### config.mk
export PLATFORM = sky130hd
export DESIGN_NAME = pio_input_conditioner
export DESIGN_NICKNAME = d
export VERILOG_FILES = /design/src/rtl/pio_input_conditioner.sv
export SDC_FILE = /design/constraint.sdc
export NUM_CORES = 1
export LEC_CHECK = 0
export CAP_MARGIN = 20
export CORE_UTILIZATION = 35
export CTS_CLUSTER_SIZE = 14
export DETAILED_ROUTE_END_ITERATION = 16
export SKIP_LAST_GASP = 1
export SLEW_MARGIN = 10
export SYNTH_ARGS = -nofsm -noshare
export SYNTH_HDL_FRONTEND = slang
export SYNTH_SLANG_ARGS = --single-unit
### constraint.sdc
create_clock -name clk -period 2.2 [get_ports clk]
set_input_delay 0.44 -clock clk [delete_from_list [all_inputs] [get_ports clk]]
set_output_delay 0.44 -clock clk [all_outputs]
set_load 0.02 [all_outputs]
### src/rtl/pio_input_conditioner.sv
// pio_input_conditioner
//   Conditions raw board KEY/SW pins into the two 32-bit words read by the host
//   through the push_buttons and switches input PIOs. Every pin gets a two-flop
//   synchroniser and a debounce counter. Buttons also get sticky press-event
//   bits, which the host clears through an output PIO.
//
// Ports
//   clk                system clock (same domain as the PIO slaves)
//   reset              synchronous, active-high reset
//   buttons_raw        asynchronous button pins (polarity set by BUTTON_ACTIVE_LOW)
//   switches_raw       asynchronous slide-switch pins
//   evt_clear          level from the host; a 1 on bit i clears event bit i
//   push_buttons_word  {|evt, 0.., evt @16, 0.., pressed levels @0}
//   switches_word      stable switch levels, zero-extended
module pio_input_conditioner #(
    parameter int NUM_BUTTONS       = 4,
    parameter int NUM_SWITCHES      = 18,
    parameter int DEBOUNCE_CYCLES   = 250000,
    parameter bit BUTTON_ACTIVE_LOW = 1'b1,
    parameter int CNT_W             = $clog2(DEBOUNCE_CYCLES)
) (
    input  logic                    clk,
    input  logic                    reset,
    input  logic [NUM_BUTTONS-1:0]  buttons_raw,
    input  logic [NUM_SWITCHES-1:0] switches_raw,
    input  logic [NUM_BUTTONS-1:0]  evt_clear,
    output logic [31:0]             push_buttons_word,
    output logic [31:0]             switches_word
);

    // Buttons and switches share one pipeline: buttons occupy the low bits.
    // After normalisation the inactive level is 0 for every bit, so one reset
    // value serves both groups.
    localparam int NUM_BITS = NUM_BUTTONS + NUM_SWITCHES;
    localparam logic [CNT_W-1:0] CNT_TC = CNT_W'(DEBOUNCE_CYCLES - 1);

    logic [NUM_BUTTONS-1:0] buttons_norm;
    logic [NUM_BITS-1:0]    pins_norm;
    logic [NUM_BITS-1:0]    sync1;
    logic [NUM_BITS-1:0]    sync2;
    logic [NUM_BITS-1:0]    stable;
    logic [CNT_W-1:0]       cnt [NUM_BITS];
    logic [NUM_BUTTONS-1:0] stable_d;
    logic [NUM_BUTTONS-1:0] evt;
    logic [NUM_BUTTONS-1:0] press;

    assign buttons_norm = BUTTON_ACTIVE_LOW ? ~buttons_raw : buttons_raw;
    assign pins_norm    = {switches_raw, buttons_norm};

    always_ff @(posedge clk) begin
        if (reset) begin
            sync1  <= '0;
            sync2  <= '0;
            stable <= '0;
            for (int i = 0; i < NUM_BITS; i++) begin
                cnt[i] <= '0;
            end
        end else begin
            sync1 <= pins_norm;
            sync2 <= sync1;
            for (int i = 0; i < NUM_BITS; i++) begin
                // Any return to the accepted level restarts the count, so only
                // a level held for DEBOUNCE_CYCLES consecutive samples is taken.
                if (sync2[i] == stable[i]) begin
                    cnt[i] <= '0;
                end else if (cnt[i] == CNT_TC) begin
                    stable[i] <= sync2[i];
                    cnt[i]    <= '0;
                end else begin
                    cnt[i] <= cnt[i] + CNT_W'(1);
                end
            end
        end
    end

    assign press = stable[NUM_BUTTONS-1:0] & ~stable_d;

    // A press on the same edge as a clear wins, so the host never loses a press.
    always_ff @(posedge clk) begin
        if (reset) begin
            stable_d <= '0;
            evt      <= '0;
        end else begin
            stable_d <= stable[NUM_BUTTONS-1:0];
            evt      <= press | (evt & ~evt_clear);
        end
    end

    // Both words are built only from registers, so no raw pin reaches the host
    // combinationally.
    always_comb begin
        push_buttons_word                       = '0;
        push_buttons_word[NUM_BUTTONS-1:0]      = stable[NUM_BUTTONS-1:0];
        push_buttons_word[16+NUM_BUTTONS-1:16]  = evt;
        push_buttons_word[31]                   = |evt;
        switches_word                           = '0;
        switches_word[NUM_SWITCHES-1:0]         = stable[NUM_BITS-1:NUM_BUTTONS];
    end

endmodule
==> out/results.txt, run 1 <==
The wire length of the first global-routing pass was 78060 microns. The tools report the area of the core as 68830 sq um. Number of inserted filler cells in the final layout: 6534. Final non-filler cell area: 29900 sq um.

The total count of hold-check failures in the final report came out at 0. Based on the critical path, the design can be clocked at up to 0.4660 GHz. The tree built by TritonCTS fans out to 470 sinks.

The kind of end point of the critical path was a flip-flop. For the remaining antenna violation count, the log shows 0. The biggest area contributor in the post-synthesis netlist is sky130_fd_sc_hd__edfxtp_1.

For this block, the initial DRC count from the detailed router was 896. The tools report the global-route usage over all layers as 0.1287. Worst ir drop on vdd: 0.5909 mV. 92 I/O pins were placed. The number of buffers inserted to repair setup after CTS was 0. At the pin with the least slew margin, the transition time is 0.5986 ns.

For the area of the mapped netlist, the log shows 24400 sq um. Detailed placement finished with a half-perimeter wire length of 32400 microns. TritonCTS built the clock tree. Number of buffers created by CTS: 54.

Portion of the clock cycle consumed by the worst path in the final layout: 0.9753. Starting density of the core: 0.3545. The final layout contains 2957 nets. The via count of the first global-routing pass is 17370. OpenSTA, run right after detailed placement, puts the worst setup slack at 0.03362 ns. The later pin in the worst-skew pair is clocked with a latency of 0.60 ns. The relative slew slack is 0.5972, and the sequential-to-total area share from yosys stat is 0.5481. The flow ran to the end, and the final reports show no timing, DRC or antenna violations. Setup repair after global routing could not meet its margin everywhere.

The worst hold path passes through 2 cells. The path category of the worst min-delay check is in2reg. The tools report the worst clock skew on the final layout as 0.02438 ns. The number of buffers added on ports was 54. Critical setup path kind: reg2reg.

In this run the worst path has a maximum fanout of 11. The placed instances occupy a cell area of 28130 sq um. The number of warning messages in the yosys log was 0. Dividing total power by cell area gives a power density of 675.2 nW/um^2.

The tools report the pin count of the biggest net entering global routing as 34. Summing over every cut layer, the via total after detailed routing is 17790. The count of inserted antenna diode cells is 0.

At the worst endpoint, the arrival time is 2.49 ns. The run gives 0 as the post-route DRC violation count. From synthesis to final layout, the design area changed by 22.57%. Using the TritonRoute via totals, the vias-per-cell ratio works out to 4.582. Clock tree synthesis selected as its root buffer the cell sky130_fd_sc_hd__clkbuf_16. The tools report the total of endpoints with negative setup slack in the final report as 0.

The worst register-to-register path has a depth of 5. Number of max-cap violations: 0. After global routing the overflow that remains totals 0. The finished layout holds 3882 standard cells, fillers aside. The initialized floorplan defines 96 standard-cell rows. Fraction of registers with async set/reset: 0.

The tools report the final max-slew violation count as 0. The fraction of layout instances using a drive strength above 1 was 0.07862; the final worst setup slack was 0.05429 ns. After detailed routing, the average wire length per cell comes to 11.63 microns. The cell count after placement came out at 3782. Summed over all cells, the static leakage comes to 10.13 nW. Before antenna repair, the detailed router went through 5 iterations. Among all flip-flop cells after synthesis, the most frequent one is sky130_fd_sc_hd__edfxtp_1. At the end of routability-driven placement, the weighted congestion stood at 0.8189. The H-tree was split into 2 levels. The post-synthesis average cell area is 10.44 sq um, and the width of the chip is 266.0 microns.

The run gives 2.55 ns as the worst endpoint required time. The post-synthesis sequential element count works out to 470. The area share of the largest cell type after synthesis works out to 0.4874.

The initial antenna violation count was 0. By area the synthesized netlist is led by sky130_fd_sc_hd__edfxtp_1, sky130_fd_sc_hd__xnor2_1, sky130_fd_sc_hd__nor2_1, sky130_fd_sc_hd__dfxtp_1, sky130_fd_sc_hd__nand3_1. The count of cell types in the netlist came out at 55. The worst setup path is launched from a flip-flop.

The library cells used most frequently in the layout, excluding fill and tap cells, are sky130_fd_sc_hd__nor2_1, sky130_fd_sc_hd__conb_1, sky130_fd_sc_hd__edfxtp_1, sky130_fd_sc_hd__xnor2_1, sky130_fd_sc_hd__nand3_1. After clock tree synthesis, the clock-pin slew on the worst setup and hold paths is 0.06 ns. The worst path in the final design needs a cycle of 2.146 ns, including I/O delays and setup. The floorplan step defined a die boundary enclosing 70770 sq um. The number of standard cells after synthesis was 2338. The height of the die is 266.0 microns, and the count of flip-flops with a built-in enable after synthesis is 396. The maximum count of clock buffers along a single path was 3. The final layout contains routed wiring with a total length of 45130 microns.
-- cell usage after synthesis (34+ instances only) --
cell,count
sky130_fd_sc_hd__nor2_1,433
sky130_fd_sc_hd__edfxtp_1,396
sky130_fd_sc_hd__xnor2_1,266
sky130_fd_sc_hd__nand3_1,147
sky130_fd_sc_hd__nand4_1,106
sky130_fd_sc_hd__nor4_1,103
sky130_fd_sc_hd__nor3_1,93
sky130_fd_sc_hd__inv_1,88
sky130_fd_sc_hd__nand2_1,83
sky130_fd_sc_hd__dfxtp_1,74
sky130_fd_sc_hd__xor2_1,69
sky130_fd_sc_hd__nor2b_1,51
sky130_fd_sc_hd__a21oi_1,50
sky130_fd_sc_hd__buf_4,39
sky130_fd_sc_hd__clkbuf_1,35
sky130_fd_sc_hd__o21ai_0,35
sky130_fd_sc_hd__or4_1,34
-- through the flow --
stage	utilization	TNS (ns)	total power [mW]	hold slack [ns]
4_1_cts	0.4344	-0.07001	20.54	0.2550
3_5_place_dp	0.4087	0	11.48	0.4264
3_3_place_gp	0.4087	0	11.45	0.4161
2_1_floorplan	-	0	11.21	0.4138
5_1_grt	0.4345	-0.08497	21.00	0.2889
6_report	0.4345	0	20.19	0.2833
-- sequential cells by signal (all words and copies together), names as in the netlist --
| register | cells |
|---|---|
| cnt | 396 |
| stable | 22 |
| sync1 | 22 |
| sync2 | 22 |
| evt | 4 |
| stable_d | 4 |
-- worst paths after layout --
| kind | startpoint | endpoint | slack, ns |
|---|---|---|---|
| worst max-delay path | cnt[2][99]$_SDFFCE_PP0P_ | cnt[2][97]$_SDFFCE_PP0P_ | 0.05 |
| worst min-delay path | reset | sync2[19]$_SDFF_PP0_ | 0.28 |
| worst max register to register | cnt[2][99]$_SDFFCE_PP0P_ | cnt[2][97]$_SDFFCE_PP0P_ | 0.05 |
| worst min register to register | sync1[19]$_SDFF_PP0_ | sync2[19]$_SDFF_PP0_ | 0.43 |
-- per-layer routing --
metal,vias up,share of wire,track usage
met2,194,0.48,0.2234
met5,-,0,0
met3,67,0.035,0.02283
met4,0,0.021,0.03945
li1,9155,-,-
met1,8373,0.46,0.1622
-- where the power goes --
group	switching (mW)	internal, mW	total, mW	leakage (nW)
Clock	3.61	5.27	8.87	0.884
Combinational	0.536	0.405	0.941	4.55
Sequential	0.366	10.0	10.4	4.69
Total	4.51	15.7	20.2	10.1
-- worst max-delay path, cell delays in order (launching register included) --
cell                       delay, ns
sky130_fd_sc_hd__edfxtp_1       0.37
sky130_fd_sc_hd__or4_1          0.54
sky130_fd_sc_hd__or4_4          0.58
sky130_fd_sc_hd__o21ai_4        0.17
sky130_fd_sc_hd__buf_6          0.16
sky130_fd_sc_hd__nor2_1         0.06
-- what timing repair did --
| item | in CTS | in global routing |
|---|---|---|
| hold buffers | 0 | 0 |
| pin swaps | 0 | 0 |
| setup endpoints to repair | 3 | 25 |
| gates resized for setup | 3 | 5 |
-- area by class of cell --
class                      instances  area (sq um)  share of cell area
inverter                          88         330.3             0.01105
clock inverter                    26         227.7            0.007615
tap                              931          1165             0.03895
clock buffer                      74          1548             0.05176
timing repair buffer             167          1414             0.04728
sequential                       470         13370              0.4472
multi-input combinational       2126         11850              0.3962
-- cell families (layout without fill, tap and decap cells) --
logic type,after synthesis,count (layout),synth area share
compound gates,130,130,0.03241
flops,470,470,0.5481
other cells,2,433,0.0003078
xor+xnor,335,335,0.1203
simple gates,1197,1197,0.2504
fa+ha+maj,22,22,0.01128
buf+inv,173,355,0.03339
mux,9,9,0.003795
Power figures use the tool's default switching activity.
==> run 2: changes to the inputs <==
--- a/config.mk
+++ b/config.mk
@@ -6,11 +6,12 @@
 export NUM_CORES = 1
 export LEC_CHECK = 0
 export CAP_MARGIN = 20
-export CORE_UTILIZATION = 35
+export CORE_UTILIZATION = 54
 export CTS_CLUSTER_SIZE = 14
 export DETAILED_ROUTE_END_ITERATION = 16
+export PLACE_DENSITY = 0.75
 export SKIP_LAST_GASP = 1
-export SLEW_MARGIN = 10
+export SLEW_MARGIN = 30
 export SYNTH_ARGS = -nofsm -noshare
 export SYNTH_HDL_FRONTEND = slang
 export SYNTH_SLANG_ARGS = --single-unit
==> out/results.txt, run 2 (same netlist as run 1, synthesis figures left out) <==
The flow ran to the end, and the final reports show no timing, DRC or antenna violations. The run gives 76250 microns (-2.3%) as the wire length of the first global-routing pass. Counting flops per register, the top entry is cnt. The logs give 0.6626 (+0.2282) for the core occupancy in the finished layout and 2.52 ns (+0.03 ns) for the data arrival time of the critical path. The switching power is 4.344 mW (-3.7%), and the achievable clock frequency is 0.4586 GHz (-1.6%).

The logs give 0 (unchanged) for the remaining antenna violation count and 3436 (-9.1%) for the cell count after placement. The startpoint type of the worst setup path was a flip-flop. The run gives 5 (unchanged) as the number of iterations in the first detailed-routing pass. The reg-to-reg endpoint is cnt[2][102]$_SDFFCE_PP0P_. The flip-flop count of the largest register, all copies and words added is 396 (unchanged), and the total number of placement rows is 77 (-20%). On the critical path, the stage with the largest delay is an instance of sky130_fd_sc_hd__or4_4.

The tools report the via count of the first global-routing pass as 17200 (-0.98%). The slew of the pin with the lowest slew margin works out to 0.6622 ns (+0.06353 ns). The height of the die works out to 214.6 microns (-19%). The tools report the H-tree depth reported by CTS as 2 (unchanged). Traced cell by cell, the critical path runs through or4_1 -> or4_4 -> o21ai_4 -> buf_6 -> nor2_1. The run gives 2.54 ns (about the same) as the worst endpoint required time. The run gives 0.5493 (+0.1948) as the starting density of the core. Delay of the slowest critical-path stage: 0.58 ns (about the same). The clock net sink count is 470 (unchanged). STA classifies the critical path endpoint as a flip-flop.

For the number of max-cap violations, the log shows 0 (unchanged). The post-route minimum period is 2.181 ns (+0.03508 ns), and the maximum count of clock buffers along a single path is 3 (unchanged). Number of buffers added on ports: 54 (unchanged).

The worst reg-to-reg path cell count is 5 (unchanged). The worst setup path is of the reg2reg kind. The global-route usage over all layers is 0.1928 (+0.06415), and the sequential cell fraction of total power is 0.520 (+0.006). The logs give 2951 (-0.20%) for the number of nets at the end of the flow and 1022 (+14%) for the starting DRC count in detailed routing.

Root buffer cell: sky130_fd_sc_hd__clkbuf_16. The width of the chip is 214.6 microns (-19%), and the HPWL after detailed placement is 31410 microns (-3.1%). The fraction of layout instances using a drive strength above 1 came out at 0.07371 (-0.004908). The path class of the tightest hold or removal check is in2reg. For the number of inserted filler cells in the final layout, the log shows 3486 (-47%).

The register-to-register setup slack was 0.02 ns (-0.04 ns). Power per cell area: 678.8 nW/um^2 (+0.54%). Pin count of the biggest net entering global routing: 35 (+2.9%). The initial antenna violation count is 0 (unchanged). The portion of the clock cycle consumed by the worst path in the final layout is 0.9913 (+0.01595), and the area of the core is 44410 sq um (-35%). The most critical setup path has its endpoint at cnt[2][102]$_SDFFCE_PP0P_. The number of buffers created by CTS is 52 (-3.7%), and the final non-filler cell area is 29430 sq um (-1.6%).

The clock-pin slew on the worst setup and hold paths was 0.06 ns (about the same). The total leakage power is 10.06 nW (-0.63%). The area of the multi-input gates was 11850 sq um (unchanged); the routed length per instance was 12.44 microns (+7.0%). For the routability congestion estimate, the log shows 0.8655 (+5.7%). TritonCTS built the clock tree. Compared with the post-synthesis result, the final layout area differs by 20.63%.

The proportion of total power due to net switching is 0.2175 (-0.005979), and the post-route DRC violation count is 0 (unchanged). For the floorplan die area, the log shows 46030 sq um (-35%). The final worst setup slack was 0.01921 ns (-0.03508 ns); the total of endpoints with negative setup slack in the final report was 0 (unchanged). The tools report the worst setup slack before clock tree synthesis as 0.01982 ns (-0.01380 ns). Setup repair after global routing could not meet its margin everywhere. The number of buffers inserted for hold repair after clock tree synthesis came out at 0 (unchanged).

The total wire length after detailed routing came out at 43980 microns (-2.6%). The worst clock skew on the final layout is 0.01918 ns (-0.005200 ns). Total count of hold-check failures in the final report: 0 (unchanged). For the count of inserted antenna diode cells, the log shows 0 (unchanged). The logs give 0 (unchanged) for the remaining global-route overflow and 3536 (-8.9%) for the final standard cell count with taps included and fillers excluded. The run gives 92 (unchanged) as the number of top-level pins.

The run gives 0.047 (about the same) as the share of total power in combinational logic. The final max-slew violation count is 0 (unchanged). The logs give 13370 sq um (unchanged) for the register area and 0.433 (-0.007) for the clock share of power. The final setup TNS was 0 ns (unchanged); the clock insertion delay at the later pin of the skew report was 0.59 ns (about the same). The post-detailed-route via-to-cell ratio came out at 5.086 (+11%).

The run gives 17980 (+1.1%) as the overall via count from detail_route. In the layout the commonest cells are sky130_fd_sc_hd__nor2_1, sky130_fd_sc_hd__conb_1, sky130_fd_sc_hd__edfxtp_1, sky130_fd_sc_hd__xnor2_1, sky130_fd_sc_hd__nand3_1. The relative slew slack was 0.5545 (-0.04275). The run gives 27660 sq um (-1.7%) as the placed standard-cell area. The tools report the worst ir drop on vdd as 0.6367 mV (+7.8%). The worst register-to-register path begins at cnt[2][100]$_SDFFCE_PP0P_. The biggest fanout along the worst timing path is 8 (-3).

The cell-internal power is 15.63 mW (-0.29%). The start point of the critical path was cnt[2][100]$_SDFFCE_PP0P_.
-- run 2: through the flow --
step | hold slack [ns] | total power, mW
4_1_cts | 0.3031 | 20.21
5_1_grt | 0.3306 | 20.76
3_5_place_dp | 0.4252 | 11.47
2_1_floorplan | 0.4138 | 11.21
6_report | 0.3229 | 19.98
3_3_place_gp | 0.4176 | 11.42
-- run 2: final cells by class --
cell class,instances,share of cell area
clock inverters,18,0.005102
clock buffers,79,0.05403
flip-flops and latches,470,0.4544
repair buffers,163,0.04757
well taps,592,0.02517
multi-input cells,2126,0.4025
inverters,88,0.01122
-- run 2: critical path, delay by kind of cell, from the launching register on --
family / cells / cell delay, ns
flops: 1 / 0.40
compound gates: 1 / 0.22
simple gates: 3 / 1.15
buf+inv: 1 / 0.16
-- run 2: metal layers --
layer	GRT usage	vias to the layer above	part of all wire
met1	0.2489	8477	0.46
li1	-	9160	-
met2	0.3321	292	0.48
met5	0	-	0
met3	0.03078	55	0.039
met4	0.06071	0	0.018
-- run 2: power by group through the flow --
| stage | combinational [mW] | clock, mW | sequential, mW |
|---|---|---|---|
| after detailed placement | 0.911 | 0 | 10.6 |
| after global routing | 1.07 | 9.25 | 10.4 |
| after CTS | 0.921 | 8.91 | 10.4 |
| after global placement | 0.893 | 0 | 10.5 |
| after floorplan | 0.749 | 0 | 10.5 |
| final | 0.944 | 8.65 | 10.4 |
-- run 2: how the worst min path moves through the flow --
| stage | startpoint | to | slack (ns) | cells after the start |
|---|---|---|---|---|
| 2_1_floorplan | sync1[0]$_SDFF_PP0_ | sync2[0]$_SDFF_PP0_ | 0.41 | 1 |
| 4_1_cts | reset | sync2[19]$_SDFF_PP0_ | 0.30 | 2 |
| 3_3_place_gp | sync1[11]$_SDFF_PP0_ | sync2[11]$_SDFF_PP0_ | 0.42 | 1 |
| 6_report | reset | sync2[19]$_SDFF_PP0_ | 0.32 | 2 |
| 3_5_place_dp | sync1[3]$_SDFF_PP0_ | sync2[3]$_SDFF_PP0_ | 0.43 | 1 |
| 5_1_grt | reset | sync1[19]$_SDFF_PP0_ | 0.33 | 2 |
-- run 2: repair_timing --
| action | CTS | global route |
|---|---|---|
| pin swaps | 0 | 1 |
| setup endpoints to repair | 1 | 28 |
| setup buffers | 0 | 2 |
| resized for setup | 3 | 5 |
| gates cloned | 0 | 1 |
